**config.mk**
```make
export PLATFORM = sky130hd
export DESIGN_NAME = fixed_point_mul
export DESIGN_NICKNAME = d
export VERILOG_FILES = /design/src/rtl/fixed_point_mul.sv
export SDC_FILE = /design/constraint.sdc
export NUM_CORES = 1
export LEC_CHECK = 0
export CORE_ASPECT_RATIO = 1.5
export CORE_MARGIN = 1.5
export CORE_UTILIZATION = 61
export DETAILED_ROUTE_END_ITERATION = 6
export PLACE_DENSITY = 0.91
export SYNTH_ARGS = -nofsm -noshare
export SYNTH_HDL_FRONTEND = slang
export SYNTH_SLANG_ARGS = --single-unit
```
**constraint.sdc**
```tcl
create_clock -name clk -period 27.4 [get_ports clk]
set_input_delay 4.11 -clock clk [delete_from_list [all_inputs] [get_ports clk]]
set_output_delay 4.11 -clock clk [all_outputs]
set_load 0.02 [all_outputs]
```
**src/rtl/fixed_point_mul.sv**
```systemverilog
// Signed Q4.4 x Q4.4 approximate multiplier with a Q12.4 registered result.
// Each level splits the operand pair at its leading ones; mask bits add back the levels they enable.
module fixed_point_mul (
  input  logic        clk,
  input  logic        rst,
  input  logic [7:0]  A,
  input  logic [7:0]  B,
  input  logic [5:0]  Conf_Bit_Mask,
  output logic [15:0] R
);

  function automatic logic [2:0] lead_one(input logic [7:0] v);
    lead_one = 3'd0;
    for (int i = 0; i < 8; i++) begin
      if (v[i]) lead_one = 3'(i);
    end
  endfunction

  logic        w_sign;
  logic [7:0]  w_mag_a;
  logic [7:0]  w_mag_b;
  logic [7:0]  w_res_a [0:6];
  logic [7:0]  w_res_b [0:6];
  logic [14:0] w_term  [0:6];
  logic [14:0] w_sum   [0:6];
  logic [15:0] w_scaled;
  logic [15:0] w_result;
  logic [15:0] r_prod;

  assign w_sign  = A[7] ^ B[7];
  // An 8-bit magnitude is enough: negating -128 yields 8'h80 = 128.
  assign w_mag_a = A[7] ? 8'(~A + 8'd1) : A;
  assign w_mag_b = B[7] ? 8'(~B + 8'd1) : B;

  assign w_res_a[0] = w_mag_a;
  assign w_res_b[0] = w_mag_b;

  generate
    for (genvar gi = 0; gi < 7; gi++) begin : g_level
      logic [2:0] w_ka;
      logic [2:0] w_kb;
      logic [7:0] w_ra;
      logic [7:0] w_rb;
      logic       w_zero;

      assign w_ka   = lead_one(w_res_a[gi]);
      assign w_kb   = lead_one(w_res_b[gi]);
      // Clearing the lowest... no: v & (v-1) clears the lowest set bit, so use subtraction of 2^k.
      assign w_ra   = w_res_a[gi] - (8'd1 << w_ka);
      assign w_rb   = w_res_b[gi] - (8'd1 << w_kb);
      assign w_zero = (w_res_a[gi] == 8'd0) || (w_res_b[gi] == 8'd0);

      // Term = a*b - ra*rb, built from one power of two and two shifted residuals.
      assign w_term[gi] = w_zero ? 15'd0
                        : (15'd1 << ({1'b0, w_ka} + {1'b0, w_kb}))
                        + (15'(w_ra) << w_kb)
                        + (15'(w_rb) << w_ka);

      if (gi < 6) begin : g_next
        assign w_res_a[gi+1] = w_zero ? 8'd0 : w_ra;
        assign w_res_b[gi+1] = w_zero ? 8'd0 : w_rb;
      end

      if (gi == 0) begin : g_base
        assign w_sum[gi] = w_term[gi];
      end else begin : g_acc
        assign w_sum[gi] = w_sum[gi-1] + (Conf_Bit_Mask[gi-1] ? w_term[gi] : 15'd0);
      end
    end
  endgenerate

  // Truncate the magnitude before applying the sign so rounding is toward zero.
  assign w_scaled = 16'(w_sum[6] >> 4);
  assign w_result = w_sign ? (16'd0 - w_scaled) : w_scaled;

  always_ff @(posedge clk) begin
    if (rst) begin
      r_prod <= 16'd0;
    end else begin
      r_prod <= w_result;
    end
  end

  assign R = r_prod;

endmodule

```
==> results of run 1 <==
-- metal layers --
metal,global-route usage,overflow
met1,0.6958,9
met2,0.8813,184
met3,0.6125,5
met4,0.7258,77
met5,0.2844,1
-- repair_timing --
| item | in CTS |
|---|---|
| pin swaps | 56 |
| resized for setup | 103 |
| setup buffers | 46 |
| setup endpoints to repair | 8 |
| cloned | 0 |
-- cell families after synthesis --
| group | synth area share |
|---|---|
| adder cells (fa/ha/maj) | 0.2997 |
| multiplexers | 0.05914 |
| buffers and inverters | 0.08036 |
| AO/OA/AOI/OAI | 0.2144 |
| XOR/XNOR | 0.08659 |
| flip-flops | 0.01098 |
| AND/OR/NAND/NOR | 0.2488 |
-- Yosys cell counts (39+ instances only) --
cell type / instances
nor2_1: 330
mux2_2: 39
clkbuf_1: 76
and2_1: 44
a21o_1: 67
nand2_1: 388
xor2_1: 61
ha_1: 220
o21ai_0: 135
a21oi_1: 234
inv_1: 358
nand3_1: 74
o21bai_1: 53
nand2b_1: 66
fa_1: 190
nor2b_1: 60
xnor2_1: 144
mux2i_1: 84
nor3_1: 49
-- metrics by stage --
stage,hold slack (ps),instance area [um^2],utilization
floorplan,4182,22340,-
global placement,4909,24860,0.7059
detailed placement,4907,24860,0.7059
CTS,4724,25750,0.7314
==> impl_results.md, run 1 <==
- Routability cong.: 1.133
- Post-cts hold buffer count: 0
- Clock tree buffer depth: 2
- CTS buffer count: 3
- Syn Inst Count: 3092
- CTS sink cnt: 12
- Die height: 234.9 um
- Worst endpoint after global-route timing repair: R[11]$_SDFF_PP0_/D
- Synth area leaders: fa_1 (17%), ha_1 (13%), nand2_1 (6.7%), inv_1 (6.1%), xnor2_1 (5.8%)
- Grt total ovfl: 276
- Rows: 84
- FFs w/ async S/R, synth: 0
- Post-synthesis sequential area ratio: 0.01098
- I/O pins: 40
- Syn Area/Cell: 7.075 um^2
- Post-synth EDFFs: 0
- Post-DP HPWL: 64170 um
- # placed instances: 3774
- Ys Warns: 0
- CTS H-tree depth: 1
- CTS root buf: clkbuf_16
- Synth area leader: fa_1
- Netlist cell types: 110
- Initial Util: 0.6213
- FF+latch count, synth: 12
- Dominant synthesized flop cell: dfxtp_1
- Exit stage: global routing
- Chip Width: 157.6 um
- Mapped cell area: 21880 um^2
- Worst EP Category: sequential cell input
- Yosys top cell area share: 0.1739
- Largest net degree at the start of global routing: 26
- Pre-CTS setup slack: -1367 ps
- # port buffers: 39
- Outcome: aborted with a tool error
- Err: [ERROR GRT-0232] Routing congestion too high. Check the congestion heatmap in the GUI.
- Post-synthesis net count: 3526
- GR Util All Layers: 0.7248
==> run 2, diff against run 1 <==
==> config.mk (replaced) <==
export PLATFORM = sky130hd
export DESIGN_NAME = fixed_point_mul
export DESIGN_NICKNAME = d
export VERILOG_FILES = /design/src/rtl/fixed_point_mul.sv
export SDC_FILE = /design/constraint.sdc
export NUM_CORES = 1
export LEC_CHECK = 0
export CORE_MARGIN = 1.5
export CORE_UTILIZATION = 40
export DETAILED_ROUTE_END_ITERATION = 6
export PLACE_DENSITY_LB_ADDON = 0.15
export SYNTH_ARGS = -nofsm -noshare
export SYNTH_HDL_FRONTEND = slang
export SYNTH_SLANG_ARGS = --single-unit
==> constraint.sdc (replaced) <==
create_clock -name clk -period 35.6 [get_ports clk]
set_input_delay 5.34 -clock clk [delete_from_list [all_inputs] [get_ports clk]]
set_output_delay 5.34 -clock clk [all_outputs]
set_load 0.02 [all_outputs]
==> impl_results.md, run 2 <==
- Via count: 21486
- First-pass GRT wire length: 119500 um
- Most common cell in the synthesized netlist: nand2_1 (unchanged)
- Wirelength per Cell: 19.64 um
- I/O pins: 40 (unchanged)
- Slowest CP cell: fa_1
- Worst-path clk slew: 40 ps
- Post-DP HPWL: 66200 um (was 64170 um)
- DRC Markers: 0
- Post-detailed-route count of antenna-violating nets: 0
- Post-synth EDFFs: 0 (unchanged)
- Worst Hold Class: in -> reg
- Antenna violations before repair: 0
- Iteration-0 DRC Markers: 1817
- Final hold vios: 0
- Vias/cell: 5.559
- Synth area leader: fa_1 (unchanged)
- Final Setup Violations: 0
- Crit path buffers/inverters: 22
- Core area: 53920 um^2
- DIE AREA: 56100 um^2
- N_diodes: 0
- Largest net degree at the start of global routing: 27
- Die height: 236.9 um (was 234.9 um)
- Netlist cell types: 110 (unchanged)
- Routability cong.: 0.9828 (was 1.133)
- Yosys top cell area share: 0.1739 (unchanged)
- CTS buffer count: 3 (unchanged)
- WL final: 75910 um
- Outcome: completed (was aborted with a tool error)
- Fmax: 29.84 MHz
- Mapped cell area: 21880 um^2 (unchanged)
- Sum Neg Setup Slack: 0 ps
- Final nets: 3604
- Most common cell after layout, fill and taps aside: nand2_1
- CP max stage delay: 600 ps
- Ys Warns: 0 (unchanged)
- Post-synthesis sequential area ratio: 0.01098 (unchanged)
- Post-synthesis net count: 3526 (unchanged)
- Layout cell share with drive strength beyond 1: 0.08678
- Fillers: 5623
- Fin. max-slew vios: 0
- Worst Tran Pin Value: 1073 ps
- Synth area leaders: fa_1 (17%), ha_1 (13%), nand2_1 (6.7%), inv_1 (6.1%), xnor2_1 (5.8%) (unchanged)
- CTS tree: done
- CTS H-tree depth: 1 (unchanged)
- Pre-CTS setup slack: 828.5 ps (was -1367 ps)
- Max reg flops: 12
- Syn Area/Cell: 7.075 um^2 (unchanged)
- CP startpoint kind: input pin
- Area after DPL: 23690 um^2 (was 24860 um^2)
- Peak fanout along the critical path: 17
- GR Util All Layers: 0.2672
- Period utilisation layout: 0.9413
- WP data required: 35750 ps
- Element type at the critical path end: flop
- Vias in the first global route: 20840
- Setup slack after layout: 2089 ps
- Worst path most repeated cell: inv_1
- # port buffers: 39 (unchanged)
- Synth-to-layout area growth: 9.374%
- CTS sink cnt: 12 (unchanged)
- Grt total ovfl: 0
- Post-cts hold buffer count: 0 (unchanged)
- Max-cap viol count: 0
- Dominant synthesized flop cell: dfxtp_1 (unchanged)
- Crit path kind: in -> reg
- Clock tree buffer depth: 2 (unchanged)
- CP Data Arrival Time: 33670 ps
- Rows: 85 (was 84)
- Post-synth top cells: nand2_1 (388), inv_1 (358), nor2_1 (330) (unchanged)
- Largest delay share family, worst path: compound AO/OA/AOI/OAI gates
- FFs w/ async S/R, synth: 0 (unchanged)
- Syn Inst Count: 3092 (unchanged)
- First-pass iteration count of the detailed router: 5
- Most frequent cells in the layout: nand2_1 (384), inv_1 (356), nor2_1 (325), a21oi_1 (229), ha_1 (220)
- Initial Util: 0.4057 (was 0.6213)
- Post-route minimum period: 33510 ps
- FF+latch count, synth: 12 (unchanged)
- Fin cells: 3865
- Fin area: 23930 um^2
- RSZ-0062 raised after global routing: false
- Max-slew headroom: 0.2758
- Chip Width: 236.9 um (was 157.6 um)
- # placed instances: 3856 (was 3774)
- CTS root buf: clkbuf_16 (unchanged)
run 2: cell counts after synthesis:
No cell type changed its count.
run 2: timing repair:
item / CTS / global route
endpoints found under the setup margin: 0 / 10
hold endpoints to repair: 0 / 0
setup buffers: 0 / 5
resized for setup: 0 / 30
run 2: area by class of cell:
type,count,area (um^2),area share
multi-input cells,2621,20000,0.8357
inverters,365,1378,0.05757
repair buffers,167,1354,0.05658
well taps,696,870.8,0.03640
flip-flops and latches,12,240.2,0.01004
clock buffers,4,88.84,0.003713
run 2: cells by family (layout without fill, tap and decap cells):
group	count (synthesis)	after routing	synth area share
flip-flops	12	12	0.01098
AND/OR/NAND/NOR	1166	1166	0.2488
AO/OA/AOI/OAI	711	711	0.2144
adder cells (fa/ha/maj)	410	410	0.2997
multiplexers	124	124	0.05914
XOR/XNOR	210	210	0.08659
buffers and inverters	459	536	0.08036
run 2: worst paths after layout:
path	from	to	depth (start not counted)
setup / recovery	B[0]	R[10]	121
hold / removal	rst	R[2]	2
run 2: metrics by stage:
| step | utilization | hold slack [ps] |
|---|---|---|
| after detailed placement | 0.4393 | 6142 |
| after global routing | 0.4437 | 6002 |
| after floorplan | - | 5412 |
| after global placement | 0.4393 | 6144 |
| final | 0.4437 | 5953 |
| after CTS | 0.4410 | 5953 |
run 2: metal layers:
metal  up-vias  global-route usage  wire length (um)
met5         -                   0                 0
met1     10236              0.3881             36310
li1      10610                   -                 -
met4         0             0.03050               865
met3        41             0.01247              3486
met2       599              0.4493             35260
Power of run 2 is not shown: default switching activity piles up to over one toggle a cycle in this logic, so the estimate is an artifact.
